==> config.mk <==
export PLATFORM = sky130hd
export DESIGN_NAME = decode_stage
export DESIGN_NICKNAME = d
export VERILOG_FILES = /design/src/rtl/yarv_pkg.sv /design/src/rtl/imm_gen.sv /design/src/rtl/decode_stage.sv
export SDC_FILE = /design/constraint.sdc
export NUM_CORES = 1
export LEC_CHECK = 0
export ABC_AREA = 1
export CORE_UTILIZATION = 50
export DETAILED_ROUTE_END_ITERATION = 10
export DONT_BUFFER_PORTS = 1
export SLEW_MARGIN = 20
export SYNTH_ARGS = -nofsm -noshare
export SYNTH_HDL_FRONTEND = slang
export SYNTH_HIERARCHICAL = 1
export SYNTH_SLANG_ARGS = --single-unit
==> constraint.sdc <==
create_clock -name clk -period 3.9 [get_ports clk]
set_input_delay 0.585 -clock clk [delete_from_list [all_inputs] [get_ports clk]]
set_output_delay 0.585 -clock clk [all_outputs]
set_load 0.05 [all_outputs]
==> src/rtl/yarv_pkg.sv <==
// Shared decode definitions: instruction classes, RV32I opcodes, bubble word.
// Latency: n/a (types, constants and a pure combinational helper).
// Backpressure: n/a.
package yarv_pkg;

   typedef enum logic [3:0] {
      CLS_NONE   = 4'd0,
      CLS_LUI    = 4'd1,
      CLS_AUIPC  = 4'd2,
      CLS_JAL    = 4'd3,
      CLS_JALR   = 4'd4,
      CLS_BRANCH = 4'd5,
      CLS_LOAD   = 4'd6,
      CLS_STORE  = 4'd7,
      CLS_OPIMM  = 4'd8,
      CLS_OP     = 4'd9,
      CLS_FENCE  = 4'd10,
      CLS_SYSTEM = 4'd11
   } class_t;

   localparam logic [6:0] OPC_LUI    = 7'b0110111;
   localparam logic [6:0] OPC_AUIPC  = 7'b0010111;
   localparam logic [6:0] OPC_JAL    = 7'b1101111;
   localparam logic [6:0] OPC_JALR   = 7'b1100111;
   localparam logic [6:0] OPC_BRANCH = 7'b1100011;
   localparam logic [6:0] OPC_LOAD   = 7'b0000011;
   localparam logic [6:0] OPC_STORE  = 7'b0100011;
   localparam logic [6:0] OPC_OPIMM  = 7'b0010011;
   localparam logic [6:0] OPC_OP     = 7'b0110011;
   localparam logic [6:0] OPC_FENCE  = 7'b0001111;
   localparam logic [6:0] OPC_SYSTEM = 7'b1110011;

   // Fetch presents this word out of reset; it never reaches execute.
   localparam logic [31:0] BUBBLE_INSTR = 32'h0000_0000;

   // Opcode to class; anything unrecognised maps to CLS_NONE.
   function automatic class_t opcode_class(input logic [6:0] opc);
      class_t c;
      case (opc)
         OPC_LUI:    c = CLS_LUI;
         OPC_AUIPC:  c = CLS_AUIPC;
         OPC_JAL:    c = CLS_JAL;
         OPC_JALR:   c = CLS_JALR;
         OPC_BRANCH: c = CLS_BRANCH;
         OPC_LOAD:   c = CLS_LOAD;
         OPC_STORE:  c = CLS_STORE;
         OPC_OPIMM:  c = CLS_OPIMM;
         OPC_OP:     c = CLS_OP;
         OPC_FENCE:  c = CLS_FENCE;
         OPC_SYSTEM: c = CLS_SYSTEM;
         default:    c = CLS_NONE;
      endcase
      return c;
   endfunction

endpackage

==> src/rtl/imm_gen.sv <==
// Immediate generator: builds the sign-extended 32-bit immediate for a class.
// Latency: purely combinational.
// Backpressure: none (no state).
import yarv_pkg::*;

module imm_gen (
   input  logic [31:7] instr,
   input  logic [3:0]  cls,
   output logic [31:0] imm
);

   // Select the immediate format by class; classes without one produce 0.
   always_comb begin
      imm = 32'h0;
      case (cls)
         CLS_JALR, CLS_LOAD, CLS_OPIMM, CLS_SYSTEM:
            imm = {{20{instr[31]}}, instr[31:20]};
         CLS_STORE:
            imm = {{20{instr[31]}}, instr[31:25], instr[11:7]};
         CLS_BRANCH:
            imm = {{19{instr[31]}}, instr[31], instr[7], instr[30:25], instr[11:8], 1'b0};
         CLS_LUI, CLS_AUIPC:
            imm = {instr[31:12], 12'h000};
         CLS_JAL:
            imm = {{11{instr[31]}}, instr[31], instr[19:12], instr[20], instr[30:21], 1'b0};
         default:
            imm = 32'h0;
      endcase
   end

endmodule

==> src/rtl/decode_stage.sv <==
// Decode stage: fetch word/PC -> class, operands, immediate; owns load-use stall. Option: DECODE_ILLEGAL_EN.
// Latency: one cycle to the decode register; stall_out is combinational.
// Backpressure: hlt freezes the register, flush squashes it, a load-use hazard inserts one bubble.
import yarv_pkg::*;

module decode_stage #(
   parameter logic [31:0] RESET_PC = 32'h0000_0000
) (
   input  logic        clk,
   input  logic        rst_n,
   input  logic        hlt,
   input  logic        flush,
   input  logic [31:0] instruction,
   input  logic [31:0] inpc,
   output logic        stall_out,
   output logic        out_valid,
   output logic [31:0] out_pc,
   output logic [3:0]  out_class,
   output logic [4:0]  out_rd,
   output logic [4:0]  out_rs1,
   output logic [4:0]  out_rs2,
   output logic [31:0] out_imm,
   output logic [2:0]  out_funct3,
`ifdef DECODE_ILLEGAL_EN
   output logic        out_illegal,
`endif
   output logic        out_funct7b5
);

   // Combinational decode of the incoming word
   logic        dec_valid;
   class_t      dec_class;
   logic [4:0]  dec_rd;
   logic [4:0]  dec_rs1;
   logic [4:0]  dec_rs2;
   logic [31:0] dec_imm;
   logic        dec_illegal;
   logic        load_use;

   // Decode register
   logic        reg_valid;
   class_t      reg_class;
   logic [31:0] reg_pc;
   logic [4:0]  reg_rd;
   logic [4:0]  reg_rs1;
   logic [4:0]  reg_rs2;
   logic [31:0] reg_imm;
   logic [2:0]  reg_funct3;
   logic        reg_funct7b5;
   logic        reg_illegal;

   logic [6:0]  opc;
   logic [2:0]  f3;
   logic [6:0]  f7;

   assign opc = instruction[6:0];
   assign f3  = instruction[14:12];
   assign f7  = instruction[31:25];

   // Classify the word and force unused register fields to zero.
   always_comb begin
      class_t raw_class;
      dec_valid   = (instruction != BUBBLE_INSTR);
      raw_class   = dec_valid ? opcode_class(opc) : CLS_NONE;
      dec_illegal = 1'b0;
`ifdef DECODE_ILLEGAL_EN
      if (dec_valid) begin
         if (instruction[1:0] != 2'b11 || raw_class == CLS_NONE) begin
            dec_illegal = 1'b1;
         end else begin
            case (raw_class)
               CLS_OP:
                  dec_illegal = !(f7 == 7'b0000000 ||
                                 (f7 == 7'b0100000 && (f3 == 3'b000 || f3 == 3'b101)));
               CLS_OPIMM:
                  dec_illegal = (f3 == 3'b001 && f7 != 7'b0000000) ||
                                (f3 == 3'b101 && f7 != 7'b0000000 && f7 != 7'b0100000);
               CLS_BRANCH:
                  dec_illegal = (f3 == 3'b010 || f3 == 3'b011);
               CLS_LOAD:
                  dec_illegal = (f3 == 3'b011 || f3 == 3'b110 || f3 == 3'b111);
               CLS_STORE:
                  dec_illegal = (f3[2] || f3 == 3'b011);
               default:
                  dec_illegal = 1'b0;
            endcase
         end
      end
`endif
      dec_class = dec_illegal ? CLS_NONE : raw_class;

      dec_rd = instruction[11:7];
      if (dec_class == CLS_NONE || dec_class == CLS_BRANCH ||
          dec_class == CLS_STORE || dec_class == CLS_FENCE) begin
         dec_rd = 5'd0;
      end

      dec_rs1 = instruction[19:15];
      if (dec_class == CLS_LUI || dec_class == CLS_AUIPC || dec_class == CLS_JAL) begin
         dec_rs1 = 5'd0;
      end

      dec_rs2 = 5'd0;
      if (dec_class == CLS_BRANCH || dec_class == CLS_STORE || dec_class == CLS_OP) begin
         dec_rs2 = instruction[24:20];
      end
   end

   imm_gen u_imm_gen (
      .instr (instruction[31:7]),
      .cls   (dec_class),
      .imm   (dec_imm)
   );

   // A load sitting in the register whose result the incoming word reads.
   always_comb begin
      load_use = reg_valid && (reg_class == CLS_LOAD) && (reg_rd != 5'd0) &&
                 ((dec_rs1 == reg_rd) || (dec_rs2 == reg_rd));
   end

   assign stall_out = hlt | load_use;

   // Decode register: flush beats hlt, hlt beats the load-use bubble.
   always_ff @(posedge clk or negedge rst_n) begin
      if (!rst_n) begin
         reg_valid    <= 1'b0;
         reg_class    <= CLS_NONE;
         reg_pc       <= RESET_PC;
         reg_rd       <= 5'd0;
         reg_rs1      <= 5'd0;
         reg_rs2      <= 5'd0;
         reg_imm      <= 32'h0;
         reg_funct3   <= 3'd0;
         reg_funct7b5 <= 1'b0;
         reg_illegal  <= 1'b0;
      end else if (flush || (!hlt && load_use)) begin
         reg_valid    <= 1'b0;
         reg_class    <= CLS_NONE;
         reg_pc       <= RESET_PC;
         reg_rd       <= 5'd0;
         reg_rs1      <= 5'd0;
         reg_rs2      <= 5'd0;
         reg_imm      <= 32'h0;
         reg_funct3   <= 3'd0;
         reg_funct7b5 <= 1'b0;
         reg_illegal  <= 1'b0;
      end else if (!hlt) begin
         reg_valid    <= dec_valid;
         reg_class    <= dec_class;
         reg_pc       <= dec_valid ? inpc : RESET_PC;
         reg_rd       <= dec_rd;
         reg_rs1      <= dec_rs1;
         reg_rs2      <= dec_rs2;
         reg_imm      <= dec_imm;
         reg_funct3   <= f3;
         reg_funct7b5 <= instruction[30];
         reg_illegal  <= dec_illegal;
      end
   end

   assign out_valid    = reg_valid;
   assign out_class    = reg_class;
   assign out_pc       = reg_pc;
   assign out_rd       = reg_rd;
   assign out_rs1      = reg_rs1;
   assign out_rs2      = reg_rs2;
   assign out_imm      = reg_imm;
   assign out_funct3   = reg_funct3;
   assign out_funct7b5 = reg_funct7b5;
`ifdef DECODE_ILLEGAL_EN
   assign out_illegal  = reg_illegal;
`else
   logic unused_illegal;
   assign unused_illegal = reg_illegal | dec_illegal;
`endif

endmodule

# Word level (Yosys, flattened, before mapping)
# Index checks and enable logic that the tools add are counted.
[op_classes] n_bitwise=1 eq_ne=26 reduce_logical=19 muxes=25
[op_table] op="two-way mux 32 bit" n=5
[op_table] op="case mux 32 bit (5 select lines)" n=1
[op_table] op="two-way mux 5 bit" n=9
[op_table] op="case mux 4 bit (11 select lines)" n=1
[op_table] op="nonzero test 32 bit" n=1
[op_table] op="== test 7 bit (second input constant)" n=4
[op_table] op="== test 7 x 6 -> 1 bit (second input constant)" n=3
[op_table] op="== test 4 x 3 -> 1 bit (second input constant)" n=5
[op_table] op="== test 4 bit (second input constant)" n=4
[op_table] op="== test 7 x 5 -> 1 bit (second input constant)" n=2
[op_table] op="two-way mux 4 bit" n=3
[op_table] op="== test 5 bit" n=2
[op_table] op="logical OR 1 bit" n=9
[op_table] op="== test 4 x 2 -> 1 bit (second input constant)" n=2
[op_table] op="== test 7 x 2 -> 1 bit (second input constant)" n=1
[op_table] op="== test 7 x 4 -> 1 bit (second input constant)" n=1
[op_table] op="two-way mux 3 bit" n=2
[op_table] op="nonzero test 5 bit" n=1
[op_table] op="== test 4 x 1 -> 1 bit (second input constant)" n=1
[op_table] op="logical AND 1 bit" n=4
[op_table] op="zero test 4 bit" n=1
[op_table] op="two-way mux 1 bit" n=4
[op_table] op="OR reduction 4 bit" n=1
[op_table] op="!= test 2 x 1 -> 1 bit (second input constant)" n=1
[op_table] op="other kinds (3)" n=3
[totals] regBits=88 in_bits=68

# Depth between registers and ports, before layout
[logic_depth] ltp_word=13 mapped_depth=17

# By module
# Netlist, hierarchy kept.
[by_module_without_submodules] mod="decode_stage" n_inst=1 seq_area_each_um2=2202.1 cells_each=509 area_each_um2=4295.4
[by_module_without_submodules] mod="imm_gen" n_inst=1 seq_area_each_um2=0.0 cells_each=107 area_each_um2=476.7

# Least setup slack after synthesis
# OpenSTA, ideal clock, no wires.
[synth_path] kind="input to output" from="input instruction[5]" to="output stall_out" n_path_buf=3 arrival_ps=1988 path_stages=14 path_slack_ps=1327 path_cell_list="buf_2 > nand2_1 > nor2_2 > o21ai_2 > buf_6 > nand3_1 > nand2_1 > nand2_1 > nor2_2 > nand3_2 > nand2_2 > nand2_4 > nand2_8 > buf_12"
[synth_between] elab_chain_len=11 word_cells_on_any_way=31 classes_between="eq/ne: 19; mux: 4; bitwise: 1; reduce/logical: 7"
[synth_rtl] item="from (decl)" line="decode_stage.sv:13" rtl="input logic [31:0] instruction,"
[synth_rtl] item="== test 7 bit (tied with other cells)" line="yarv_pkg.sv:39" rtl="case (opc)"
[synth_rtl] item="case mux 4 bit (11 select lines)" line="yarv_pkg.sv:39"
[synth_rtl] item="two-way mux 4 bit (*)" line="decode_stage.sv:64" rtl="raw_class = dec_valid ? opcode_class(opc) : CLS_NONE;"
[synth_rtl] item="== test 4 x 1 -> 1 bit (tied with other cells)" line="decode_stage.sv:99" rtl="if (dec_class == CLS_LUI || dec_class == CLS_AUIPC || dec_class == CLS_JAL) begin"
[synth_rtl] item="logical OR 1 bit (on tied branches) (2 in series)" line="decode_stage.sv:99, decode_stage.sv:104"
[synth_rtl] item="two-way mux 5 bit (on tied branches)" line="decode_stage.sv:99, decode_stage.sv:104"
[synth_rtl] item="== test 5 bit" line="decode_stage.sv:118" rtl="((dec_rs1 == reg_rd) || (dec_rs2 == reg_rd));"
[synth_rtl] item="logical OR 1 bit (*)" line="decode_stage.sv:118"
[synth_rtl] item="logical AND 1 bit (*)" line="decode_stage.sv:117" rtl="load_use = reg_valid && (reg_class == CLS_LOAD) && (reg_rd != 5'd0) &&"
[synth_rtl] item="bitwise OR 1 bit (*)" line="decode_stage.sv:121" rtl="assign stall_out = hlt | load_use;"
[synth_rtl] item="to (decl)" line="decode_stage.sv:15" rtl="output logic stall_out,"
# Mark *: on every way between the ends. The rest lies on a longest branch, timed or not.

# Final worst setup path
[layout_path] from="input instruction[3]" to="output stall_out"
# Same word-level chain as after synthesis.

==> results.json <==
{
  "numPortBuffers": 0,
  "finalInstanceArea_um2": 4964,
  "p_seq_share_pct": 58.9,
  "hold_path_class": "in -> async",
  "core_area_um2": 9240,
  "hold_viol": 0,
  "comb_power_share_pct": 9.1,
  "tightest_slew_ns": 0.7700,
  "worst_path_dominant_cell_family": "simple AND/OR/NAND/NOR gates",
  "synth_top_cell_by_area": "dfrtp_1",
  "grt_max_degree": 89,
  "postRouteAntennaNets": 0,
  "die_w_um": 99.70,
  "rsz0062_at_grt": "no",
  "ctsResizeCount": 0,
  "async_flop_share_pct": 100.0,
  "yosys_warnings": 6,
  "wl_per_cell_um": 16.71,
  "reg2regPathDepth": 7,
  "routed-via-count": 4118,
  "seqCellArea_um2": 2202,
  "grt_pass1_vias": 3725,
  "switching_share_pct": 33.05,
  "vias_per_cell": 5.626,
  "ys.flop_type": "dfrtp_1",
  "grtUsageTotal_pct": 24.57,
  "finClkSkew_ns": 0.01266,
  "syn-num-nets": 684,
  "ys_top_cells_by_count": "nand2_1, dfrtp_1, nand4_1",
  "end_kind": "output pin",
  "peakVddDrop_v": 0.0001944,
  "clk-insertion-delay-late_ns": 0.36,
  "fin_tns_setup_ns": 0,
  "dp_hpwl_mm": 8.595,
  "period_minus_slack_ns": 3.086,
  "crit_type": "in -> out",
  "cell_internal_pwr_w": 0.001230,
  "powerDensity_nw_per_um2": 370.1,
  "dieArea_um2": 9939,
  "crit_top_cell": "inv_1",
  "num_rows": 35,
  "cp_data_arrival_time_ns": 2.50,
  "crit_required_ns": 3.31,
  "cp_num_buf_inv": 3,
  "power.net_switching_w": 0.0006070,
  "drt_iter0_markers": 210,
  "ys_seq_elements": 88,
  "placed_cell_area_um2": 4753,
  "slew_viol_final": 0,
  "ys_types": 33,
  "clockBufferDepth": 2,
  "fin_crit_sh_pct": 79.13,
  "critPathLaunchType": "input port",
  "run_status": "finished clean",
  "critPathMaxStageDelay_ns": 0.42,
  "ys_seq_area_share_pct": 46.15,
  "cpMaxStageDelayCell": "nand2_8",
  "p_leak_nw": 2.507,
  "postCtsSetupBuffers": 0,
  "path_max_fanout": 42,
  "cp.depth": 13,
  "syn2layout_area_growth_pct": 4.012,
  "ios": 157,
  "initial_core_util_pct": 51.65,
  "grt.overflow.total": 0,
  "maxSlewHeadroom_pct": 48.54,
  "syn_inst": 616,
  "multi_input_area_um2": 2180,
  "first_pass_iters": 5,
  "cts_max_level": 3,
  "routed_wl_mm": 12.23,
  "path_clk_slew_ns": 0.10,
  "antenna_found_initial": 0,
  "setup_viol": 0,
  "tritoncts": "done",
  "maxCapViolations": 0,
  "avgSynthCellArea_um2": 7.747,
  "cts_root_buf": "clkbuf_8",
  "yosysTopAreaCellShare_pct": 46.15,
  "yosysMostFrequentCell": "nand2_1",
  "syn-cell-area_um2": 4772,
  "numCtsBuffers": 9,
  "n_fill_cell": 911,
  "synth-edff-count": 0,
  "globalplace.congestion": 0.8975,
  "synth.area.top_cells": "dfrtp_1, nand2_1, nand4_1, o21ai_2, nand3_1",
  "dieHeight_um": 99.70,
  "cts_sinks": 88,
  "p_clk_share_pct": 32.0,
  "drcViolationCount": 0,
  "fmax_mhz": 324.0,
  "cp_cell_sequence": "inv_1, nand3_1, nor2_1, o21ai_2, nand3_1, inv_1, nand2_1, nand2_1, inv_1, nand3_2, nand2_2, nand2_4, nand2_8",
  "nNetsFinal": 666,
  "n_antenna_cell": 0,
  "grt_pass1_wl_mm": 18.96,
  "drive_gt1_share_pct": 11.44
}
==> metal layers <==
layer | vias to the layer above | track usage (%) | part of all wire, %
met5 | - | 0 | 0
met4 | 0 | 6.900 | 1.3
met3 | 14 | 8.995 | 9.2
met2 | 175 | 38.62 | 47
met1 | 1947 | 31.85 | 43
li1 | 1982 | - | -
==> cell type report <==
type	instances	share of cell area (%)
flip-flops and latches	88	44.37
multi-input cells	448	43.91
inverters	44	3.327
well taps	129	3.252
clock buffers	10	2.571
repair buffers	7	1.462
clock inverters	6	1.109
==> flip-flops by register name (all words and copies together) (netlist names) <==
signal	count
out_imm	32
out_pc	32
out_rd	5
out_rs1	5
out_rs2	5
out_class	4
out_funct3	3
out_funct7b5	1
out_valid	1
==> what timing repair did <==
item | CTS | global route
hold buffers | 1 | 0
endpoints found under the hold margin | 88 | 0
endpoints found under the setup margin | 0 | 0
==> cell usage in the layout, fill, tap and decap left out, drive strengths merged, types with 2 or more instances in the layout <==
cell / n
clkbuf: 10
a31oi: 2
nand3: 45
o21ai: 61
nand4: 50
nor4: 6
nor2: 31
buf: 7
nor3: 4
nand2: 242
clkinv: 5
inv: 44
dfrtp: 88
==> per-stage QoR <==
stage	hold slack, ns	cells	setup slack [ns]	utilization (%)	total power [W]
global placement	0.2911	715	0.9147	51.39	0.001245
detailed placement	0.2912	715	0.8358	51.44	0.001249
CTS	0.1448	732	0.7970	53.72	0.001856
finish	0.1366	732	0.8140	53.72	0.001837
global route	0.1339	732	0.5850	53.72	0.001914
floorplan	0.2894	616	1.327	-	0.001225
==> path summary, 6_finish.rpt <==
check / startpoint / end / slack (ns)
max: instruction[3] / stall_out / 0.81
min: rst_n / out_imm[14]$_DFFE_PN0P_ / 0.14
max reg2reg: out_valid$_DFFE_PN0P_ / out_imm[23]$_DFFE_PN0P_ / 1.51
min reg2reg: out_rd[4]$_DFFE_PN0P_ / out_rd[4]$_DFFE_PN0P_ / 0.74
max in group asynchronous: rst_n / out_rd[0]$_DFFE_PN0P_ / 3.42
min in group clk: inpc[10] / out_pc[10]$_DFFE_PN0P_ / 0.37
==> power by group through the flow <==
stage                     logic, W  registers [W]  clock network [W]
final                     0.000167        0.00108           0.000587
after global placement    0.000144        0.00110                  0
after CTS                 0.000170        0.00108           0.000603
after detailed placement  0.000148        0.00110                  0
after global routing      0.000190        0.00109           0.000638
after floorplan           0.000130        0.00109                  0
==> cell families after synthesis <==
| kind of cell | count (synthesis) | share of synthesized area (%) |
|---|---|---|
| flip-flops | 88 | 46.15 |
| buffers and inverters | 80 | 8.495 |
| XOR/XNOR | 1 | 0.1836 |
| AND/OR/NAND/NOR | 380 | 35.47 |
| AO/OA/AOI/OAI | 67 | 9.701 |
Note: power is estimated with default switching activity, not from simulation.
